**src/rtl/lsu_mm_sched_if.sv**
```systemverilog
// Command, buffer-control and status bundle of the matmul tile scheduler.
// slave = scheduler side, master = command issuer / buffer side.
interface lsu_mm_sched_if #(
  parameter int unsigned KT_W = 4
);
  // Command channel
  logic            cmd_vld;
  logic            cmd_rdy;
  logic [3:0]      cmd_row_len;
  logic [3:0]      cmd_col_len;
  logic [11:0]     cmd_iram_addr;
  logic [11:0]     cmd_wram_addr;
  logic [11:0]     cmd_iram_stride;
  logic [11:0]     cmd_wram_stride;
  logic [KT_W-1:0] cmd_k_tiles;

  // iram-side mm control buffer
  logic            sched_ibuf_ctrl_vld;
  logic [3:0]      sched_ibuf_ctrl_row_len;
  logic [3:0]      sched_ibuf_ctrl_col_len;
  logic [11:0]     sched_ibuf_ctrl_start_addr;
  logic            sched_ibuf_ctrl_ram_type;
  logic            ibuf_mxu_end;

  // wram-side mm control buffer
  logic            sched_wbuf_ctrl_vld;
  logic [3:0]      sched_wbuf_ctrl_row_len;
  logic [3:0]      sched_wbuf_ctrl_col_len;
  logic [11:0]     sched_wbuf_ctrl_start_addr;
  logic            sched_wbuf_ctrl_ram_type;
  logic            wbuf_mxu_end;

  // Status
  logic            sched_acc_clr;
  logic [KT_W-1:0] sched_tile_idx;
  logic            sched_busy;
  logic            sched_done;
  logic            sched_err;

  modport master (
    output cmd_vld,
    input  cmd_rdy,
    output cmd_row_len,
    output cmd_col_len,
    output cmd_iram_addr,
    output cmd_wram_addr,
    output cmd_iram_stride,
    output cmd_wram_stride,
    output cmd_k_tiles,
    input  sched_ibuf_ctrl_vld,
    input  sched_ibuf_ctrl_row_len,
    input  sched_ibuf_ctrl_col_len,
    input  sched_ibuf_ctrl_start_addr,
    input  sched_ibuf_ctrl_ram_type,
    output ibuf_mxu_end,
    input  sched_wbuf_ctrl_vld,
    input  sched_wbuf_ctrl_row_len,
    input  sched_wbuf_ctrl_col_len,
    input  sched_wbuf_ctrl_start_addr,
    input  sched_wbuf_ctrl_ram_type,
    output wbuf_mxu_end,
    input  sched_acc_clr,
    input  sched_tile_idx,
    input  sched_busy,
    input  sched_done,
    input  sched_err
  );

  modport slave (
    input  cmd_vld,
    output cmd_rdy,
    input  cmd_row_len,
    input  cmd_col_len,
    input  cmd_iram_addr,
    input  cmd_wram_addr,
    input  cmd_iram_stride,
    input  cmd_wram_stride,
    input  cmd_k_tiles,
    output sched_ibuf_ctrl_vld,
    output sched_ibuf_ctrl_row_len,
    output sched_ibuf_ctrl_col_len,
    output sched_ibuf_ctrl_start_addr,
    output sched_ibuf_ctrl_ram_type,
    input  ibuf_mxu_end,
    output sched_wbuf_ctrl_vld,
    output sched_wbuf_ctrl_row_len,
    output sched_wbuf_ctrl_col_len,
    output sched_wbuf_ctrl_start_addr,
    output sched_wbuf_ctrl_ram_type,
    input  wbuf_mxu_end,
    output sched_acc_clr,
    output sched_tile_idx,
    output sched_busy,
    output sched_done,
    output sched_err
  );
endinterface

```
**src/rtl/lsu_mm_sched.sv**
```systemverilog
// Matmul operand tile scheduler: launches both mm control buffers once per K tile,
// waits for both mxu_end indications, strides the start addresses and re-launches.
module lsu_mm_sched #(
  parameter int unsigned KT_W    = 4,
  parameter int unsigned TO_W    = 7,
  parameter int unsigned TIMEOUT = 64
) (
  input  logic          clk,
  input  logic          rst,
  lsu_mm_sched_if.slave bus
);

  typedef enum logic [1:0] {StIdle, StRun, StGap, StDone} state_e;

  state_e          state_q, state_d;
  logic            cmd_rdy_q, cmd_rdy_d;
  logic            ctrl_vld_q, ctrl_vld_d;
  logic            acc_clr_q, acc_clr_d;
  logic            busy_q, busy_d;
  logic            done_q, done_d;
  logic            err_q, err_d;
  logic [KT_W-1:0] tile_idx_q, tile_idx_d;
  logic [KT_W-1:0] k_tiles_q, k_tiles_d;
  logic [3:0]      row_len_q, row_len_d;
  logic [3:0]      col_len_q, col_len_d;
  logic [11:0]     iram_addr_q, iram_addr_d;
  logic [11:0]     wram_addr_q, wram_addr_d;
  logic [11:0]     iram_stride_q, iram_stride_d;
  logic [11:0]     wram_stride_q, wram_stride_d;
  logic            i_seen_q, i_seen_d;
  logic            w_seen_q, w_seen_d;
  logic [TO_W-1:0] wd_cnt_q, wd_cnt_d;

  logic            tile_complete;
  logic            wd_expired;

  // A buffer's end may arrive before, after or together with the other one.
  assign tile_complete = (i_seen_q | bus.ibuf_mxu_end) & (w_seen_q | bus.wbuf_mxu_end);
  assign wd_expired    = (wd_cnt_q == TO_W'(TIMEOUT - 1));

  always_comb begin
    state_d       = state_q;
    err_d         = err_q;
    tile_idx_d    = tile_idx_q;
    k_tiles_d     = k_tiles_q;
    row_len_d     = row_len_q;
    col_len_d     = col_len_q;
    iram_addr_d   = iram_addr_q;
    wram_addr_d   = wram_addr_q;
    iram_stride_d = iram_stride_q;
    wram_stride_d = wram_stride_q;
    i_seen_d      = i_seen_q;
    w_seen_d      = w_seen_q;
    wd_cnt_d      = wd_cnt_q;

    unique case (state_q)
      StIdle: begin
        if (bus.cmd_vld) begin
          row_len_d     = bus.cmd_row_len;
          col_len_d     = bus.cmd_col_len;
          iram_addr_d   = bus.cmd_iram_addr;
          wram_addr_d   = bus.cmd_wram_addr;
          iram_stride_d = bus.cmd_iram_stride;
          wram_stride_d = bus.cmd_wram_stride;
          k_tiles_d     = bus.cmd_k_tiles;
          tile_idx_d    = '0;
          err_d         = 1'b0;
          state_d       = StRun;
        end
      end
      StRun: begin
        i_seen_d = i_seen_q | bus.ibuf_mxu_end;
        w_seen_d = w_seen_q | bus.wbuf_mxu_end;
        wd_cnt_d = wd_cnt_q + TO_W'(1);
        if (tile_complete) begin
          if (tile_idx_q == k_tiles_q) begin
            state_d = StDone;
          end else begin
            iram_addr_d = iram_addr_q + iram_stride_q;
            wram_addr_d = wram_addr_q + wram_stride_q;
            tile_idx_d  = tile_idx_q + KT_W'(1);
            state_d     = StGap;
          end
        end else if (wd_expired) begin
          err_d   = 1'b1;
          state_d = StIdle;
        end
      end
      StGap: begin
        state_d = StRun;
      end
      StDone: begin
        state_d = StIdle;
      end
      default: begin
        state_d = StIdle;
      end
    endcase

    // Every tile starts with fresh end flags and a fresh watchdog.
    if ((state_d == StRun) && (state_q != StRun)) begin
      i_seen_d = 1'b0;
      w_seen_d = 1'b0;
      wd_cnt_d = '0;
    end

    cmd_rdy_d  = (state_d == StIdle);
    ctrl_vld_d = (state_d == StRun);
    busy_d     = (state_d != StIdle);
    done_d     = (state_d == StDone);
    acc_clr_d  = (state_q == StIdle) && (state_d == StRun);
  end

  always_ff @(posedge clk) begin
    if (rst) begin
      state_q       <= StIdle;
      cmd_rdy_q     <= 1'b1;
      ctrl_vld_q    <= 1'b0;
      acc_clr_q     <= 1'b0;
      busy_q        <= 1'b0;
      done_q        <= 1'b0;
      err_q         <= 1'b0;
      tile_idx_q    <= '0;
      k_tiles_q     <= '0;
      row_len_q     <= '0;
      col_len_q     <= '0;
      iram_addr_q   <= '0;
      wram_addr_q   <= '0;
      iram_stride_q <= '0;
      wram_stride_q <= '0;
      i_seen_q      <= 1'b0;
      w_seen_q      <= 1'b0;
      wd_cnt_q      <= '0;
    end else begin
      state_q       <= state_d;
      cmd_rdy_q     <= cmd_rdy_d;
      ctrl_vld_q    <= ctrl_vld_d;
      acc_clr_q     <= acc_clr_d;
      busy_q        <= busy_d;
      done_q        <= done_d;
      err_q         <= err_d;
      tile_idx_q    <= tile_idx_d;
      k_tiles_q     <= k_tiles_d;
      row_len_q     <= row_len_d;
      col_len_q     <= col_len_d;
      iram_addr_q   <= iram_addr_d;
      wram_addr_q   <= wram_addr_d;
      iram_stride_q <= iram_stride_d;
      wram_stride_q <= wram_stride_d;
      i_seen_q      <= i_seen_d;
      w_seen_q      <= w_seen_d;
      wd_cnt_q      <= wd_cnt_d;
    end
  end

  assign bus.cmd_rdy                    = cmd_rdy_q;

  assign bus.sched_ibuf_ctrl_vld        = ctrl_vld_q;
  assign bus.sched_ibuf_ctrl_row_len    = row_len_q;
  assign bus.sched_ibuf_ctrl_col_len    = col_len_q;
  assign bus.sched_ibuf_ctrl_start_addr = iram_addr_q;
  assign bus.sched_ibuf_ctrl_ram_type   = 1'b1;

  assign bus.sched_wbuf_ctrl_vld        = ctrl_vld_q;
  assign bus.sched_wbuf_ctrl_row_len    = row_len_q;
  assign bus.sched_wbuf_ctrl_col_len    = col_len_q;
  assign bus.sched_wbuf_ctrl_start_addr = wram_addr_q;
  assign bus.sched_wbuf_ctrl_ram_type   = 1'b0;

  assign bus.sched_acc_clr              = acc_clr_q;
  assign bus.sched_tile_idx             = tile_idx_q;
  assign bus.sched_busy                 = busy_q;
  assign bus.sched_done                 = done_q;
  assign bus.sched_err                  = err_q;

endmodule

```
**src/flat_wrapper.sv**
```systemverilog
// flat-port wrapper written by rule: the top's interface ports become plain ports
module lsu_mm_sched_flat 
#(
  parameter int unsigned KT_W    = 4,
  parameter int unsigned TO_W    = 7,
  parameter int unsigned TIMEOUT = 64
)
  (clk, rst, bus_cmd_vld, bus_cmd_rdy, bus_cmd_row_len, bus_cmd_col_len, bus_cmd_iram_addr, bus_cmd_wram_addr, bus_cmd_iram_stride, bus_cmd_wram_stride, bus_cmd_k_tiles, bus_sched_ibuf_ctrl_vld, bus_sched_ibuf_ctrl_row_len, bus_sched_ibuf_ctrl_col_len, bus_sched_ibuf_ctrl_start_addr, bus_sched_ibuf_ctrl_ram_type, bus_ibuf_mxu_end, bus_sched_wbuf_ctrl_vld, bus_sched_wbuf_ctrl_row_len, bus_sched_wbuf_ctrl_col_len, bus_sched_wbuf_ctrl_start_addr, bus_sched_wbuf_ctrl_ram_type, bus_wbuf_mxu_end, bus_sched_acc_clr, bus_sched_tile_idx, bus_sched_busy, bus_sched_done, bus_sched_err);
  lsu_mm_sched_if #(.KT_W(KT_W)) bus_i ();
  input  logic clk;
  input  logic rst;
  input wire logic [$bits(bus_i.cmd_vld)-1:0] bus_cmd_vld;
  output wire logic [$bits(bus_i.cmd_rdy)-1:0] bus_cmd_rdy;
  input wire logic [$bits(bus_i.cmd_row_len)-1:0] bus_cmd_row_len;
  input wire logic [$bits(bus_i.cmd_col_len)-1:0] bus_cmd_col_len;
  input wire logic [$bits(bus_i.cmd_iram_addr)-1:0] bus_cmd_iram_addr;
  input wire logic [$bits(bus_i.cmd_wram_addr)-1:0] bus_cmd_wram_addr;
  input wire logic [$bits(bus_i.cmd_iram_stride)-1:0] bus_cmd_iram_stride;
  input wire logic [$bits(bus_i.cmd_wram_stride)-1:0] bus_cmd_wram_stride;
  input wire logic [$bits(bus_i.cmd_k_tiles)-1:0] bus_cmd_k_tiles;
  output wire logic [$bits(bus_i.sched_ibuf_ctrl_vld)-1:0] bus_sched_ibuf_ctrl_vld;
  output wire logic [$bits(bus_i.sched_ibuf_ctrl_row_len)-1:0] bus_sched_ibuf_ctrl_row_len;
  output wire logic [$bits(bus_i.sched_ibuf_ctrl_col_len)-1:0] bus_sched_ibuf_ctrl_col_len;
  output wire logic [$bits(bus_i.sched_ibuf_ctrl_start_addr)-1:0] bus_sched_ibuf_ctrl_start_addr;
  output wire logic [$bits(bus_i.sched_ibuf_ctrl_ram_type)-1:0] bus_sched_ibuf_ctrl_ram_type;
  input wire logic [$bits(bus_i.ibuf_mxu_end)-1:0] bus_ibuf_mxu_end;
  output wire logic [$bits(bus_i.sched_wbuf_ctrl_vld)-1:0] bus_sched_wbuf_ctrl_vld;
  output wire logic [$bits(bus_i.sched_wbuf_ctrl_row_len)-1:0] bus_sched_wbuf_ctrl_row_len;
  output wire logic [$bits(bus_i.sched_wbuf_ctrl_col_len)-1:0] bus_sched_wbuf_ctrl_col_len;
  output wire logic [$bits(bus_i.sched_wbuf_ctrl_start_addr)-1:0] bus_sched_wbuf_ctrl_start_addr;
  output wire logic [$bits(bus_i.sched_wbuf_ctrl_ram_type)-1:0] bus_sched_wbuf_ctrl_ram_type;
  input wire logic [$bits(bus_i.wbuf_mxu_end)-1:0] bus_wbuf_mxu_end;
  output wire logic [$bits(bus_i.sched_acc_clr)-1:0] bus_sched_acc_clr;
  output wire logic [$bits(bus_i.sched_tile_idx)-1:0] bus_sched_tile_idx;
  output wire logic [$bits(bus_i.sched_busy)-1:0] bus_sched_busy;
  output wire logic [$bits(bus_i.sched_done)-1:0] bus_sched_done;
  output wire logic [$bits(bus_i.sched_err)-1:0] bus_sched_err;
  assign bus_i.cmd_vld = bus_cmd_vld;
  assign bus_cmd_rdy = bus_i.cmd_rdy;
  assign bus_i.cmd_row_len = bus_cmd_row_len;
  assign bus_i.cmd_col_len = bus_cmd_col_len;
  assign bus_i.cmd_iram_addr = bus_cmd_iram_addr;
  assign bus_i.cmd_wram_addr = bus_cmd_wram_addr;
  assign bus_i.cmd_iram_stride = bus_cmd_iram_stride;
  assign bus_i.cmd_wram_stride = bus_cmd_wram_stride;
  assign bus_i.cmd_k_tiles = bus_cmd_k_tiles;
  assign bus_sched_ibuf_ctrl_vld = bus_i.sched_ibuf_ctrl_vld;
  assign bus_sched_ibuf_ctrl_row_len = bus_i.sched_ibuf_ctrl_row_len;
  assign bus_sched_ibuf_ctrl_col_len = bus_i.sched_ibuf_ctrl_col_len;
  assign bus_sched_ibuf_ctrl_start_addr = bus_i.sched_ibuf_ctrl_start_addr;
  assign bus_sched_ibuf_ctrl_ram_type = bus_i.sched_ibuf_ctrl_ram_type;
  assign bus_i.ibuf_mxu_end = bus_ibuf_mxu_end;
  assign bus_sched_wbuf_ctrl_vld = bus_i.sched_wbuf_ctrl_vld;
  assign bus_sched_wbuf_ctrl_row_len = bus_i.sched_wbuf_ctrl_row_len;
  assign bus_sched_wbuf_ctrl_col_len = bus_i.sched_wbuf_ctrl_col_len;
  assign bus_sched_wbuf_ctrl_start_addr = bus_i.sched_wbuf_ctrl_start_addr;
  assign bus_sched_wbuf_ctrl_ram_type = bus_i.sched_wbuf_ctrl_ram_type;
  assign bus_i.wbuf_mxu_end = bus_wbuf_mxu_end;
  assign bus_sched_acc_clr = bus_i.sched_acc_clr;
  assign bus_sched_tile_idx = bus_i.sched_tile_idx;
  assign bus_sched_busy = bus_i.sched_busy;
  assign bus_sched_done = bus_i.sched_done;
  assign bus_sched_err = bus_i.sched_err;
  lsu_mm_sched #(.KT_W(KT_W), .TO_W(TO_W), .TIMEOUT(TIMEOUT)) u_core (.clk(clk), .rst(rst), .bus(bus_i));
endmodule
```
**config.mk**
```make
export PLATFORM = sky130hd
export DESIGN_NAME = lsu_mm_sched_flat
export DESIGN_NICKNAME = d
export VERILOG_FILES = /design/src/rtl/lsu_mm_sched_if.sv /design/src/rtl/lsu_mm_sched.sv /design/src/flat_wrapper.sv
export SDC_FILE = /design/constraint.sdc
export NUM_CORES = 1
export LEC_CHECK = 0
export ABC_AREA = 1
export CORE_UTILIZATION = 25
export DETAILED_ROUTE_END_ITERATION = 10
export GPL_ROUTABILITY_DRIVEN = 0
export PLACE_DENSITY = 0.44
export SKIP_LAST_GASP = 1
export SYNTH_ARGS = -nofsm -noshare
export SYNTH_HDL_FRONTEND = slang
export SYNTH_SLANG_ARGS = --single-unit
```
**constraint.sdc**
```tcl
create_clock -name clk -period 4.6 [get_ports clk]
set_clock_uncertainty 0.1 [all_clocks]
set_input_delay 0.46 -clock clk [delete_from_list [all_inputs] [get_ports clk]]
set_output_delay 0.46 -clock clk [all_outputs]
set_load 0.005 [all_outputs]
```
# After elaboration in Yosys (flattened, before gate mapping)
# Index checks and enable logic that the tools add are counted.
# word_totals
regBits	81
in_bits	65
output_inout_bits	53
wordCells	69
# op_classes
addsub	4
eq_ne	13
n_mux	21
bitwise_logic	3
n_reduce_logical	10
# op_table
cell	count
$mux W12	6
$pmux W12 S2	2
$add A12 B12 Y12	2
$mux W4	3
$pmux W2 S4	1
$pmux W4 S2	1
$reduce_and A4 Y1	2
$add A7 B1 Y7 const B	1
$eq A7 B6 Y1 const B	1
$eq A2 B2 Y1 const B	3
$mux W2	3
$ne A2 B1 Y1 const B	3
$ne A2 B2 Y1 const B	3
$add A4 B1 Y4 const B	1
$eq A2 B1 Y1 const B	2
$eq A4 B4 Y1	1
$logic_not A2 Y1	2
$mux W1	4
$reduce_bool A2 Y1	2
$logic_and A1 B1 Y1	2
$or A1 B1 Y1	2
$pmux W1 S2	1
$reduce_and A2 Y1	1
$reduce_or A2 Y1	1
$and A1 B1 Y1	1

# Logic depth before layout (Yosys ltp)
# Gate-level depths: netlist (run 1).
# depth
word_depth	7
depth_mapped	11

# Worst setup path after synthesis (run 1)
# OpenSTA, ideal clock, no wires.
# synth_timing
path_type	reg-to-reg
from	register u_core.wram_addr_q[0] (netlist: u_core.bus.sched_wbuf_ctrl_start_addr[0])
to	register u_core.wram_addr_q[6] (netlist: u_core.bus.sched_wbuf_ctrl_start_addr[6])
setup_time_ns	0.115
t_arrival_ns	1.559
t_required_ns	4.385
slack_ns	2.826
path_stages_with_launch	10
synth_period_minus_slack_ns	1.774
cell_sequence	dfxtp_1 ha_1 inv_1 fa_1 nor3_1 o21ai_0 nand3b_1 nand2_1 nor2_1 nor2_1
# synth_via
elab_chain_len	4
# synth_lines
element	line_no	source
start, declared	lsu_mm_sched.sv:27	logic [11:0] wram_addr_q, wram_addr_d;
start signal, assigned	lsu_mm_sched.sv:147	wram_addr_q <= wram_addr_d;
$add A12 B12 Y12	lsu_mm_sched.sv:80	wram_addr_d = wram_addr_q + wram_stride_q;
$mux W12	lsu_mm_sched.sv:76	if (tile_idx_q == k_tiles_q) begin
$mux W12	lsu_mm_sched.sv:75	if (tile_complete) begin
$pmux W12 S2	lsu_mm_sched.sv:56	unique case (state_q)
# No other way between the ends. The select of a mux whose other input is x is not followed.
# A chain may end at the register's enable or synchronous reset.

# Worst setup path after layout (run 1)
# layout_timing
from	register u_core.state_q[0]
to	register u_core.wram_addr_q[5] (netlist: u_core.bus.sched_wbuf_ctrl_start_addr[5])
# layout_via
elab_chain_len	3
word_cells_on_any_way	8
# layout_lines
element	line_no	source
start, declared	lsu_mm_sched.sv:15	state_e state_q, state_d;
start signal, assigned	lsu_mm_sched.sv:116	state_q <= StIdle;
start signal, assigned	lsu_mm_sched.sv:135	state_q <= state_d;
$eq A2 B1 Y1 or $logic_not A2 Y1 (tied branches)	lsu_mm_sched.sv:56	
$ne A2 B1 Y1 (no line), or another cell as far along	n/a	
$reduce_and A4 Y1 (no line)	n/a	
# Parallel ways exist; a longest one is shown, timed or not.

==> key figures, run 1 <==
Outcome
  – Run status: finished, final reports clean

Finish
  – Final standard cell count with taps included and fillers excluded: 1011
  – Footprint of the multi-input gates: 2490 um^2
  – Commonest non-fill, non-tap cells in the layout: sky130_fd_sc_hd__nor2_1, sky130_fd_sc_hd__nand2_1, sky130_fd_sc_hd__clkdlybuf4s50_1
  – Antenna Cells: 0
  – Seq. cell area: 1622 um^2
  – Layout fillers: 1932
  – Area growth from synthesis to layout: 34.65%
  – Fraction of layout instances using a drive strength above 1: 3.708%
  – Most common cell after layout, fill and taps aside: sky130_fd_sc_hd__nor2_1
  – Final net count: 868
  – Area of all placed cells without fillers: 6136 um^2

Setup path
  – R2R Setup Slk: 1830 ps
  – Peak per-stage delay on the critical path: 500 ps
  – Cell family contributing the most delay on the critical path: buffers and inverters
  – Crit. End Element: flop
  – Startpoint of the worst setup timing path: u_core.state_q[0]
  – Maximum net fanout on the critical path: 35
  – Critical path buffer and inverter count: 4
  – Cells along the critical path: inv_1 > nor2_4 > buf_4 > inv_2 > nand2_1 > nand3_4 > inv_2 > nand2_1 > nor2_1 > nor2_1
  – Slowest cell on the critical path: sky130_fd_sc_hd__inv_2
  – Worst Path Arrival: 2910 ps
  – Reg2Reg Launch Point: u_core.state_q[0]
  – Critical path startpoint category: flop
  – Endpoint of the worst register-to-register path: u_core.bus.sched_wbuf_ctrl_start_addr[5]
  – Data required time of the critical path: 4740 ps
  – Worst setup path category: flop to flop
  – Worst Reg-to-Reg Cells: 10

Placement
  – Hpwl dp: 9.867 mm
  – # port buffers: 115
  – Cell Area, Placed: 5823 um^2
  – Number of cells after detailed placement: 995

Timing
  – Part of the cycle the worst path needs: 60.24%
  – Worst slew pin tran: 851.8 ps
  – Maximum clock frequency: 360.8 MHz
  – Max-slew headroom at the worst pin: 43.15%
  – Pins Over Slew Limit: 0
  – Final hold violation count: 0
  – Setup repair after global routing missed its margin: false
  – Clock period minus final worst setup slack: 2771 ps
  – Final setup viols: 0
  – Total negative slack for setup checks: 0 ps

Yosys
  – Distinct cell type count of the synthesized netlist: 30
  – Compound-cell area share of the yosys netlist: 11.04%
  – Post-synthesis average cell area: 6.691 um^2
  – Dominant combinational cell family by area after synthesis: simple AND/OR/NAND/NOR gates
  – Flop and latch count out of synthesis: 81
  – Netlist area before placement: 4557 um^2
  – Post-synthesis instance total: 681
  – Area share of and/or/nand/nor cells after synthesis: 31.55%
  – Fraction of the mapped netlist area in adder cells: 7.468%
  – Number of warnings issued by yosys: 0
  – Share of cell area taken by muxes after synthesis: 0%
  – Post-Synthesis Net Count: 772
  – Xor and xnor area share after synthesis: 4.421%
  – Sequential-to-total area share from yosys stat: 35.58%

Routing
  – Via Count: 4467
  – Violation count after the first detailed-route iteration: 232
  – Remaining number of nets flagged by the antenna check after routing: 0
  – Detail-routed via count per cell: 4.418
  – DRT Wirelength: 13.71 mm
  – Post-detailed-route DRC marker count: 0
  – Initial DRT Pass Iterations: 6
  – Wire per inst: 13.56 um

GRT
  – Total global-route track usage: 15.30%
  – First-pass GRT wire length: 21.68 mm
  – Number of antenna violations at the first check in global routing: 1
  – Pin count of the biggest net entering global routing: 42
  – Number of global-route vias before repair: 4228
  – Total grt overflow: 0

Min path
  – Hold_sp: u_core.wd_cnt_q[6]
  – Hold WC Path Type: flop to flop
  – Capture endpoint of the worst hold path: u_core.wd_cnt_q[6]
  – Hold Path Depth: 2

Floorplan
  – Site Rows: 49
  – Die height: 137.0 um
  – Die footprint: 18770 um^2
  – Total core area: 17900 um^2
  – Initial Utilization: 25.45%
  – I/O pin cnt: 118
  – DIE WIDTH: 137.0 um

Clock tree
  – CTS HTree Levels: 3
  – Worst-case clock buffer depth: 2
  – Clock tree sinks: 81
  – Number of clock buffers inserted by TritonCTS: 9
  – Clock latency on the worst-skew pair: 350 ps
  – Clock-pin slew of the registers on the worst-case setup and hold paths: 60 ps
  – Resized Gates After CTS: 0
  – Root cell of the clock tree: sky130_fd_sc_hd__clkbuf_16
  – Cts-stage hold buffer count: 0
  – TritonCTS clock tree: built
  – Number of buffers inserted to repair setup after CTS: 0

Pwr
  – Total Power: 2.155 mW
  – Leakage: 2.681 nW
  – Power per standard cell area: 351.2 nW/um^2
  – Worst vdd ir: 215.9 uV

Job
  – Max-cap check violation count: 0
[power by group]
part	internal, mW	leakage [nW]	switching [mW]
sequential	0.769	0.667	0.0537
clock	0.453	0.153	0.315
combinational	0.265	1.86	0.299
[metrics by stage]
step / setup slack (ps) / hold slack (ps) / utilization [%]
finish: 1829 / 358.9 / 34.27
global route: 1562 / 393.4 / 34.27
CTS: 1808 / 363.7 / 34.27
detailed placement: 1822 / 353.6 / 32.53
global placement: 1872 / 337.5 / 32.53
floorplan: 2826 / 325.9 / -
[cell usage after synthesis]
library cell,instances,area [um^2]
sky130_fd_sc_hd__a211oi_1,1,7.510
sky130_fd_sc_hd__a21oi_1,32,160.2
sky130_fd_sc_hd__a32o_1,1,10.01
sky130_fd_sc_hd__buf_2,5,25.02
sky130_fd_sc_hd__buf_4,14,105.1
sky130_fd_sc_hd__buf_6,3,33.78
sky130_fd_sc_hd__clkbuf_1,14,52.55
sky130_fd_sc_hd__clkinv_1,1,3.750
sky130_fd_sc_hd__conb_1,2,7.510
sky130_fd_sc_hd__dfxtp_1,81,1622
sky130_fd_sc_hd__fa_1,2,40.04
sky130_fd_sc_hd__ha_1,24,300.3
sky130_fd_sc_hd__inv_1,58,217.7
sky130_fd_sc_hd__inv_2,2,7.510
sky130_fd_sc_hd__nand2_1,150,563.0
sky130_fd_sc_hd__nand2_2,1,6.260
sky130_fd_sc_hd__nand3_1,30,150.1
sky130_fd_sc_hd__nand3_2,1,10.01
sky130_fd_sc_hd__nand3_4,1,17.52
sky130_fd_sc_hd__nand3b_1,4,30.03
sky130_fd_sc_hd__nand4_1,6,37.54
sky130_fd_sc_hd__nor2_1,155,581.8
sky130_fd_sc_hd__nor2_4,1,11.26
sky130_fd_sc_hd__nor3_1,4,20.02
sky130_fd_sc_hd__nor3_2,1,10.01
sky130_fd_sc_hd__o21ai_0,54,270.3
sky130_fd_sc_hd__o21ai_1,8,40.04
sky130_fd_sc_hd__o21bai_1,2,15.01
sky130_fd_sc_hd__xnor2_1,7,61.31
sky130_fd_sc_hd__xor2_1,16,140.1
[final cells by class]
class	count	area share, %
repair buffers	121	19.49
flip-flops and latches	81	26.43
well taps	229	4.670
clock inverters	5	0.9788
inverters	61	3.732
clock buffers	11	4.119
multi-input cells	503	40.58
[sequential cells by signal, summed over array words and instances (netlist names)]
signal,flops
u_core.bus.cmd_rdy,1
u_core.bus.sched_acc_clr,1
u_core.bus.sched_busy,1
u_core.bus.sched_done,1
u_core.bus.sched_err,1
u_core.bus.sched_ibuf_ctrl_col_len,4
u_core.bus.sched_ibuf_ctrl_row_len,4
u_core.bus.sched_ibuf_ctrl_start_addr,12
u_core.bus.sched_ibuf_ctrl_vld,1
u_core.bus.sched_tile_idx,4
u_core.bus.sched_wbuf_ctrl_start_addr,12
u_core.i_seen_q,1
u_core.iram_stride_q,12
u_core.k_tiles_q,4
u_core.state_q,2
u_core.w_seen_q,1
u_core.wd_cnt_q,7
u_core.wram_stride_q,12
[worst min-delay path, stage by stage, from the launching register on]
cell and delay, ps:
sky130_fd_sc_hd__dfxtp_1 310, sky130_fd_sc_hd__nand2_1 60, sky130_fd_sc_hd__a21oi_1 50
[kinds of logic (layout without fill, tap and decap cells)]
logic type               Yosys count  after routing
AO/OA/AOI/OAI                     98             98
XOR/XNOR                          23             23
adder cells (fa/ha/maj)           26             26
buffers and inverters             97            198
flip-flops                        81             81
other                              2              2
AND/OR/NAND/NOR                  354            354
[worst max-delay path by stage]
stage | end | slack, ps | cells after the start
floorplan | u_core.bus.sched_wbuf_ctrl_start_addr[6] | 2830 | 9
finish | u_core.bus.sched_wbuf_ctrl_start_addr[5] | 1830 | 10
global placement | u_core.wd_cnt_q[1] | 1870 | 5
detailed placement | u_core.bus.sched_wbuf_ctrl_start_addr[5] | 1820 | 10
global route | u_core.bus.sched_wbuf_ctrl_start_addr[5] | 1560 | 10
CTS | u_core.bus.sched_wbuf_ctrl_start_addr[5] | 1810 | 10
[routing by layer]
metal / global-route usage, % / share of wire [%] / vias to the layer above / wire [um]
li1: - / - / 2330 / -
met1: 19.95 / 47 / 1986 / 6475
met2: 23.48 / 43 / 129 / 5891
met3: 4.444 / 7.5 / 20 / 1022
met4: 6.166 / 2.2 / 2 / 305
met5: 0 / 0.095 / - / 13
(Power assumes the default switching activity.)
==> run 2: changes to the inputs <==
--- a/config.mk
+++ b/config.mk
@@ -9,7 +9,7 @@
 export CORE_UTILIZATION = 25
 export DETAILED_ROUTE_END_ITERATION = 10
 export GPL_ROUTABILITY_DRIVEN = 0
-export PLACE_DENSITY = 0.44
+export PLACE_DENSITY = 0.45
 export SKIP_LAST_GASP = 1
 export SYNTH_ARGS = -nofsm -noshare
 export SYNTH_HDL_FRONTEND = slang
==> constraint.sdc (replaced) <==
create_clock -name clk -period 2.3 [get_ports clk]
set_clock_uncertainty 0.1 [all_clocks]
set_input_delay 0.23 -clock clk [delete_from_list [all_inputs] [get_ports clk]]
set_output_delay 0.23 -clock clk [all_outputs]
set_load 0.005 [all_outputs]
==> key figures, run 2 (synthesis gave the netlist of run 1 again) <==
Routing
  – Via Count: 4455 (-0.27%)
  – Post-detailed-route DRC marker count: 0 (unchanged)
  – Wire per inst: 13.38 um (-1.3%)
  – Violation count after the first detailed-route iteration: 243 (+4.7%)
  – DRT Wirelength: 13.64 mm (-0.53%)
  – Initial DRT Pass Iterations: 4 (-2)
  – Remaining number of nets flagged by the antenna check after routing: 0 (unchanged)
  – Detail-routed via count per cell: 4.372 (-1.1%)

Finish
  – Area growth from synthesis to layout: 36.13%
  – Most common cell after layout, fill and taps aside: sky130_fd_sc_hd__nor2_1
  – Antenna Cells: 0 (unchanged)
  – Fraction of layout instances using a drive strength above 1: 4.557% (+0.85 points)
  – Final standard cell count with taps included and fillers excluded: 1019 (+0.79%)
  – Final net count: 876 (+0.92%)
  – Commonest non-fill, non-tap cells in the layout: sky130_fd_sc_hd__nor2_1, sky130_fd_sc_hd__nand2_1, sky130_fd_sc_hd__clkdlybuf4s50_1

Clock tree
  – Root cell of the clock tree: sky130_fd_sc_hd__clkbuf_16
  – Cts-stage hold buffer count: 0 (unchanged)
  – Clock latency on the worst-skew pair: 340 ps (about the same)
  – Number of buffers inserted to repair setup after CTS: 0 (unchanged)
  – Resized Gates After CTS: 0 (unchanged)
  – Number of clock buffers inserted by TritonCTS: 9 (unchanged)
  – Clock-pin slew of the registers on the worst-case setup and hold paths: 60 ps (about the same)
  – TritonCTS clock tree: built
  – Clock tree sinks: 81 (unchanged)
  – Worst-case clock buffer depth: 2 (unchanged)
  – CTS HTree Levels: 3 (unchanged)

Pwr
  – Total Power: 4.304 mW (+100%)
  – Worst vdd ir: 368.3 uV (+71%)
  – Leakage: 2.719 nW (+1.4%)
  – Power per standard cell area: 693.8 nW/um^2 (+98%)

GRT
  – Pin count of the biggest net entering global routing: 35 (-17%)
  – Total grt overflow: 0 (unchanged)
  – Number of antenna violations at the first check in global routing: 0 (-1)
  – Total global-route track usage: 14.90% (-0.40 points)
  – First-pass GRT wire length: 21.37 mm (-1.4%)
  – Number of global-route vias before repair: 4303 (+1.8%)

Setup path
  – Worst Path Arrival: 2140 ps (-770 ps)
  – Endpoint of the worst register-to-register path: u_core.bus.sched_wbuf_ctrl_start_addr[8]
  – Critical path startpoint category: flop
  – Reg2Reg Launch Point: u_core.bus.sched_wbuf_ctrl_start_addr[0]
  – Worst Reg-to-Reg Cells: 9 (-1)
  – Worst setup path category: flop to flop
  – Maximum net fanout on the critical path: 4 (-89%)
  – Data required time of the critical path: 2420 ps (-2320 ps)
  – R2R Setup Slk: 280 ps (-1550 ps)
  – Crit. End Element: flop

Timing
  – Final hold violation count: 0 (unchanged)
  – Maximum clock frequency: 495.1 MHz (+37%)
  – Setup repair after global routing missed its margin: false
  – Worst slew pin tran: 500.1 ps (-351.7 ps)
  – Pins Over Slew Limit: 0 (unchanged)
  – Max-slew headroom at the worst pin: 66.62% (+23 points)
  – Min Hold Slack: 347.4 ps (-11.42 ps)
  – Min setup slack post-route: 280.0 ps (-1549 ps)
  – Final setup viols: 0 (unchanged)
  – Total negative slack for setup checks: 0 ps (unchanged)
  – Clock period minus final worst setup slack: 2020 ps (-751.3 ps)
  – Part of the cycle the worst path needs: 87.82% (+28 points)

Placement
  – # port buffers: 115 (unchanged)
  – Number of cells after detailed placement: 1003 (+0.80%)
  – Worst setup slack before clock tree synthesis: 284.4 ps (-1537 ps)
  – Hpwl dp: 10.03 mm (+1.7%)

Floorplan
  – Initial Utilization: 25.45% (unchanged)
  – DIE WIDTH: 137.0 um (unchanged)
  – Die height: 137.0 um (unchanged)
  – Total core area: 17900 um^2 (unchanged)
  – I/O pin cnt: 118 (unchanged)
  – Site Rows: 49 (unchanged)
  – Die footprint: 18770 um^2 (unchanged)

Min path
  – Hold WC Path Type: flop to flop
  – Hold_sp: u_core.i_seen_q
  – Capture endpoint of the worst hold path: u_core.i_seen_q
  – Hold Path Depth: 2 (unchanged)

Job
  – Max-cap check violation count: 0 (unchanged)

Outcome
  – Run status: finished, final reports clean
## run 2: cell type report
type,count,area [um^2]
multi-input cells,503,2490
clock inverters,4,51.30
clock buffers,12,256.5
well taps,229,286.5
fillers,1937,11700
repair buffers,129,1269
flip-flops and latches,81,1622
inverters,61,229.0
## run 2: worst max-delay path by stage
stage | startpoint | end | slack (ps) | cells after the start
finish | u_core.bus.sched_wbuf_ctrl_start_addr[0] | u_core.bus.sched_wbuf_ctrl_start_addr[8] | 280 | 9
global route | u_core.bus.sched_wbuf_ctrl_start_addr[0] | u_core.bus.sched_wbuf_ctrl_start_addr[6] | 90 | 9
CTS | u_core.bus.sched_wbuf_ctrl_start_addr[0] | u_core.bus.sched_wbuf_ctrl_start_addr[8] | 270 | 9
detailed placement | bus_wbuf_mxu_end | u_core.bus.sched_wbuf_ctrl_start_addr[11] | 280 | 10
global placement | u_core.bus.sched_wbuf_ctrl_start_addr[0] | u_core.bus.sched_wbuf_ctrl_start_addr[8] | 280 | 9
floorplan | u_core.bus.sched_wbuf_ctrl_start_addr[0] | u_core.bus.sched_wbuf_ctrl_start_addr[6] | 530 | 9
## run 2: per-layer routing
metal | up-vias | wire (um) | track usage [%]
met2 | 106 | 5829 | 23.43
li1 | 2353 | - | -
met4 | 0 | 247 | 5.311
met1 | 1983 | 6829 | 20.07
met5 | - | 0 | 0
met3 | 13 | 728 | 2.963
## run 2: stage by stage
stage	instance area (um^2)	utilization, %
6_report	6203	34.65
5_1_grt	6203	34.65
4_1_cts	6203	34.65
3_5_place_dp	5896	32.93
3_3_place_gp	5896	32.93
2_1_floorplan	4557	-
## run 2: worst max-delay path, stage by stage, from the launching register on
cell	delay, ps
sky130_fd_sc_hd__dfxtp_1	370
sky130_fd_sc_hd__ha_1	220
sky130_fd_sc_hd__inv_1	70
sky130_fd_sc_hd__fa_1	450
sky130_fd_sc_hd__o21bai_1	250
sky130_fd_sc_hd__nand2_1	140
sky130_fd_sc_hd__nand3_1	90
sky130_fd_sc_hd__nand3_1	90
sky130_fd_sc_hd__nand2_1	80
sky130_fd_sc_hd__a21oi_1	50
## run 2: where the power goes
group	switching [mW]	leakage, nW	internal (mW)
registers	0.106	0.667	1.54
logic	0.607	1.90	0.556
clock network	0.596	0.149	0.901
==> run 3: changes to the inputs <==
--- a/config.mk
+++ b/config.mk
@@ -6,6 +6,7 @@
 export NUM_CORES = 1
 export LEC_CHECK = 0
 export ABC_AREA = 1
+export CORE_MARGIN = 4
 export CORE_UTILIZATION = 25
 export DETAILED_ROUTE_END_ITERATION = 10
 export GPL_ROUTABILITY_DRIVEN = 0
==> key figures, run 3 (synthesis gave the netlist of run 1 again) <==
Clock tree
  – Number of buffers inserted to repair setup after CTS: 0 (unchanged)
  – Root cell of the clock tree: sky130_fd_sc_hd__clkbuf_16
  – Number of clock buffers inserted by TritonCTS: 9 (unchanged)
  – TritonCTS clock tree: built
  – Clock tree sinks: 81 (unchanged)
  – Clock latency on the worst-skew pair: 340 ps (about the same)
  – Clock-pin slew of the registers on the worst-case setup and hold paths: 60 ps (about the same)
  – Cts-stage hold buffer count: 0 (unchanged)
  – Resized Gates After CTS: 0 (unchanged)
  – Worst-case clock buffer depth: 2 (unchanged)
  – CTS HTree Levels: 3 (unchanged)

Timing
  – Final setup viols: 0 (unchanged)
  – Min Hold Slack: 359.6 ps (+12.20 ps)
  – Setup repair after global routing missed its margin: false
  – Final hold violation count: 0 (unchanged)
  – Pins Over Slew Limit: 0 (unchanged)
  – Total negative slack for setup checks: 0 ps (unchanged)
  – Part of the cycle the worst path needs: 89.61% (+1.8 points)
  – Clock period minus final worst setup slack: 2061 ps (+41.15 ps)
  – Maximum clock frequency: 485.2 MHz (-2.0%)

Pwr
  – Leakage: 2.703 nW (-0.58%)
  – Power per standard cell area: 690.8 nW/um^2 (-0.44%)
  – Worst vdd ir: 372.5 uV (+1.1%)
  – Total Power: 4.260 mW (-1.0%)

GRT
  – Global-route layer with the greatest usage: met2
  – Total global-route track usage: 13.89% (-1.0 points)
  – Number of global-route vias before repair: 4366 (+1.5%)
  – Pin count of the biggest net entering global routing: 35 (unchanged)
  – GR Layer Usage met3: 4.052% (+1.1 points)
  – Met1 track demand over resource in global routing: 18.40% (-1.7 points)
  – Number of antenna violations at the first check in global routing: 0 (unchanged)
  – GR Layer Usage met2: 22.18% (-1.2 points)
  – First-pass GRT wire length: 22.29 mm (+4.3%)
  – Total grt overflow: 0 (unchanged)

Placement
  – # port buffers: 115 (unchanged)
  – Hpwl dp: 10.31 mm (+2.8%)
  – Number of cells after detailed placement: 1001 (-0.20%)
  – Cell Area, Placed: 5868 um^2 (-0.47%)

Setup path
  – Critical Path Stages: 9 (unchanged)
  – Cell family contributing the most delay on the critical path: adder cells
  – Worst Reg-to-Reg Cells: 9 (unchanged)
  – Maximum net fanout on the critical path: 4 (unchanged)
  – Crit. End Element: flop
  – Cells along the critical path: ha_1 > inv_1 > fa_1 > o21bai_1 > nand2_1 > nand3_1 > nand3_1 > nand2_1 > a21oi_1
  – Worst Path Arrival: 2180 ps (+40 ps)
  – Peak per-stage delay on the critical path: 460 ps (about the same)
  – Slowest cell on the critical path: sky130_fd_sc_hd__fa_1
  – Worst setup path category: flop to flop
  – Data required time of the critical path: 2420 ps (about the same)
  – Critical path buffer and inverter count: 1 (unchanged)
  – Critical path startpoint category: flop

Routing
  – Wire per inst: 13.77 um (+2.9%)
  – Violation count after the first detailed-route iteration: 225 (-7.4%)
  – Post-detailed-route DRC marker count: 0 (unchanged)
  – Detail-routed via count per cell: 4.299 (-1.7%)
  – Initial DRT Pass Iterations: 4 (unchanged)
  – Remaining number of nets flagged by the antenna check after routing: 0 (unchanged)
  – Via Count: 4372 (-1.9%)
  – DRT Wirelength: 14.00 mm (+2.7%)

Finish
  – Area growth from synthesis to layout: 35.34%
  – Most common cell after layout, fill and taps aside: sky130_fd_sc_hd__nor2_1
  – Final net count: 874 (-0.23%)
  – Final standard cell count with taps included and fillers excluded: 1017 (-0.20%)
  – Fraction of layout instances using a drive strength above 1: 4.188% (-0.37 points)
  – Area of all placed cells without fillers: 6167 um^2 (-0.58%)
  – Layout fillers: 1926 (-0.57%)
  – Commonest non-fill, non-tap cells in the layout: sky130_fd_sc_hd__nor2_1, sky130_fd_sc_hd__nand2_1, sky130_fd_sc_hd__clkdlybuf4s50_1
  – Antenna Cells: 0 (unchanged)

Min path
  – Hold WC Path Type: flop to flop
  – Hold Path Depth: 2 (unchanged)

Floorplan
  – Site Rows: 49 (unchanged)
  – Die footprint: 20450 um^2 (+9.0%)
  – DIE WIDTH: 143.0 um (+4.4%)
  – Die height: 143.0 um (+4.4%)
  – Initial Utilization: 25.37% (-0.087 points)
  – I/O pin cnt: 118 (unchanged)
  – Total core area: 17960 um^2 (+0.34%)

Outcome
  – Run status: finished, final reports clean

Job
  – Max-cap check violation count: 0 (unchanged)
==> run 3: per-layer routing <==
layer,routed length (um),up-vias
li1,-,2347
met1,6766,1914
met2,6237,101
met3,854,10
met4,145,0
met5,0,-
==> run 3: cell type report <==
cell class              instances  area, um^2  share of cell area [%]
inverters                      61       229.0                   3.713
flip-flops and latches         81        1622                   26.29
well taps                     229       286.5                   4.646
repair buffers                127        1241                   20.13
clock inverters                 4       52.55                  0.8521
multi-input cells             503        2490                   40.37
clock buffers                  12       246.5                   3.997
==> run 3: worst paths after layout <==
path	from	end	slack [ps]
min reg2reg	u_core.i_seen_q	u_core.i_seen_q	360
min	u_core.i_seen_q	u_core.i_seen_q	360
max	u_core.bus.sched_ibuf_ctrl_start_addr[0]	u_core.bus.sched_ibuf_ctrl_start_addr[8]	240
max reg2reg	u_core.bus.sched_ibuf_ctrl_start_addr[0]	u_core.bus.sched_ibuf_ctrl_start_addr[8]	240
==> run 3: report_power, final <==
part | switching (mW) | internal (mW) | leakage [nW] | total, mW
Combinational | 0.603 | 0.543 | 1.89 | 1.15
Clock | 0.601 | 0.874 | 0.147 | 1.47
Sequential | 0.102 | 1.54 | 0.667 | 1.64
Total | 1.31 | 2.95 | 2.70 | 4.26
==> run 3: worst register-to-register path, delay by kind of cell, from the launching register on <==
kind | cells | cell delay, ps
compound gates | 2 | 320
simple gates | 4 | 390
flops | 1 | 350
fa+ha+maj | 2 | 690
buf+inv | 1 | 70
==> run 3: through the flow <==
| step | util, % | setup slack, ps |
|---|---|---|
| after floorplan | - | 526.2 |
| after CTS | 34.33 | 253.1 |
| final | 34.33 | 238.9 |
| after global placement | 32.67 | 259.3 |
| after global routing | 34.33 | 15.76 |
| after detailed placement | 32.67 | 241.6 |
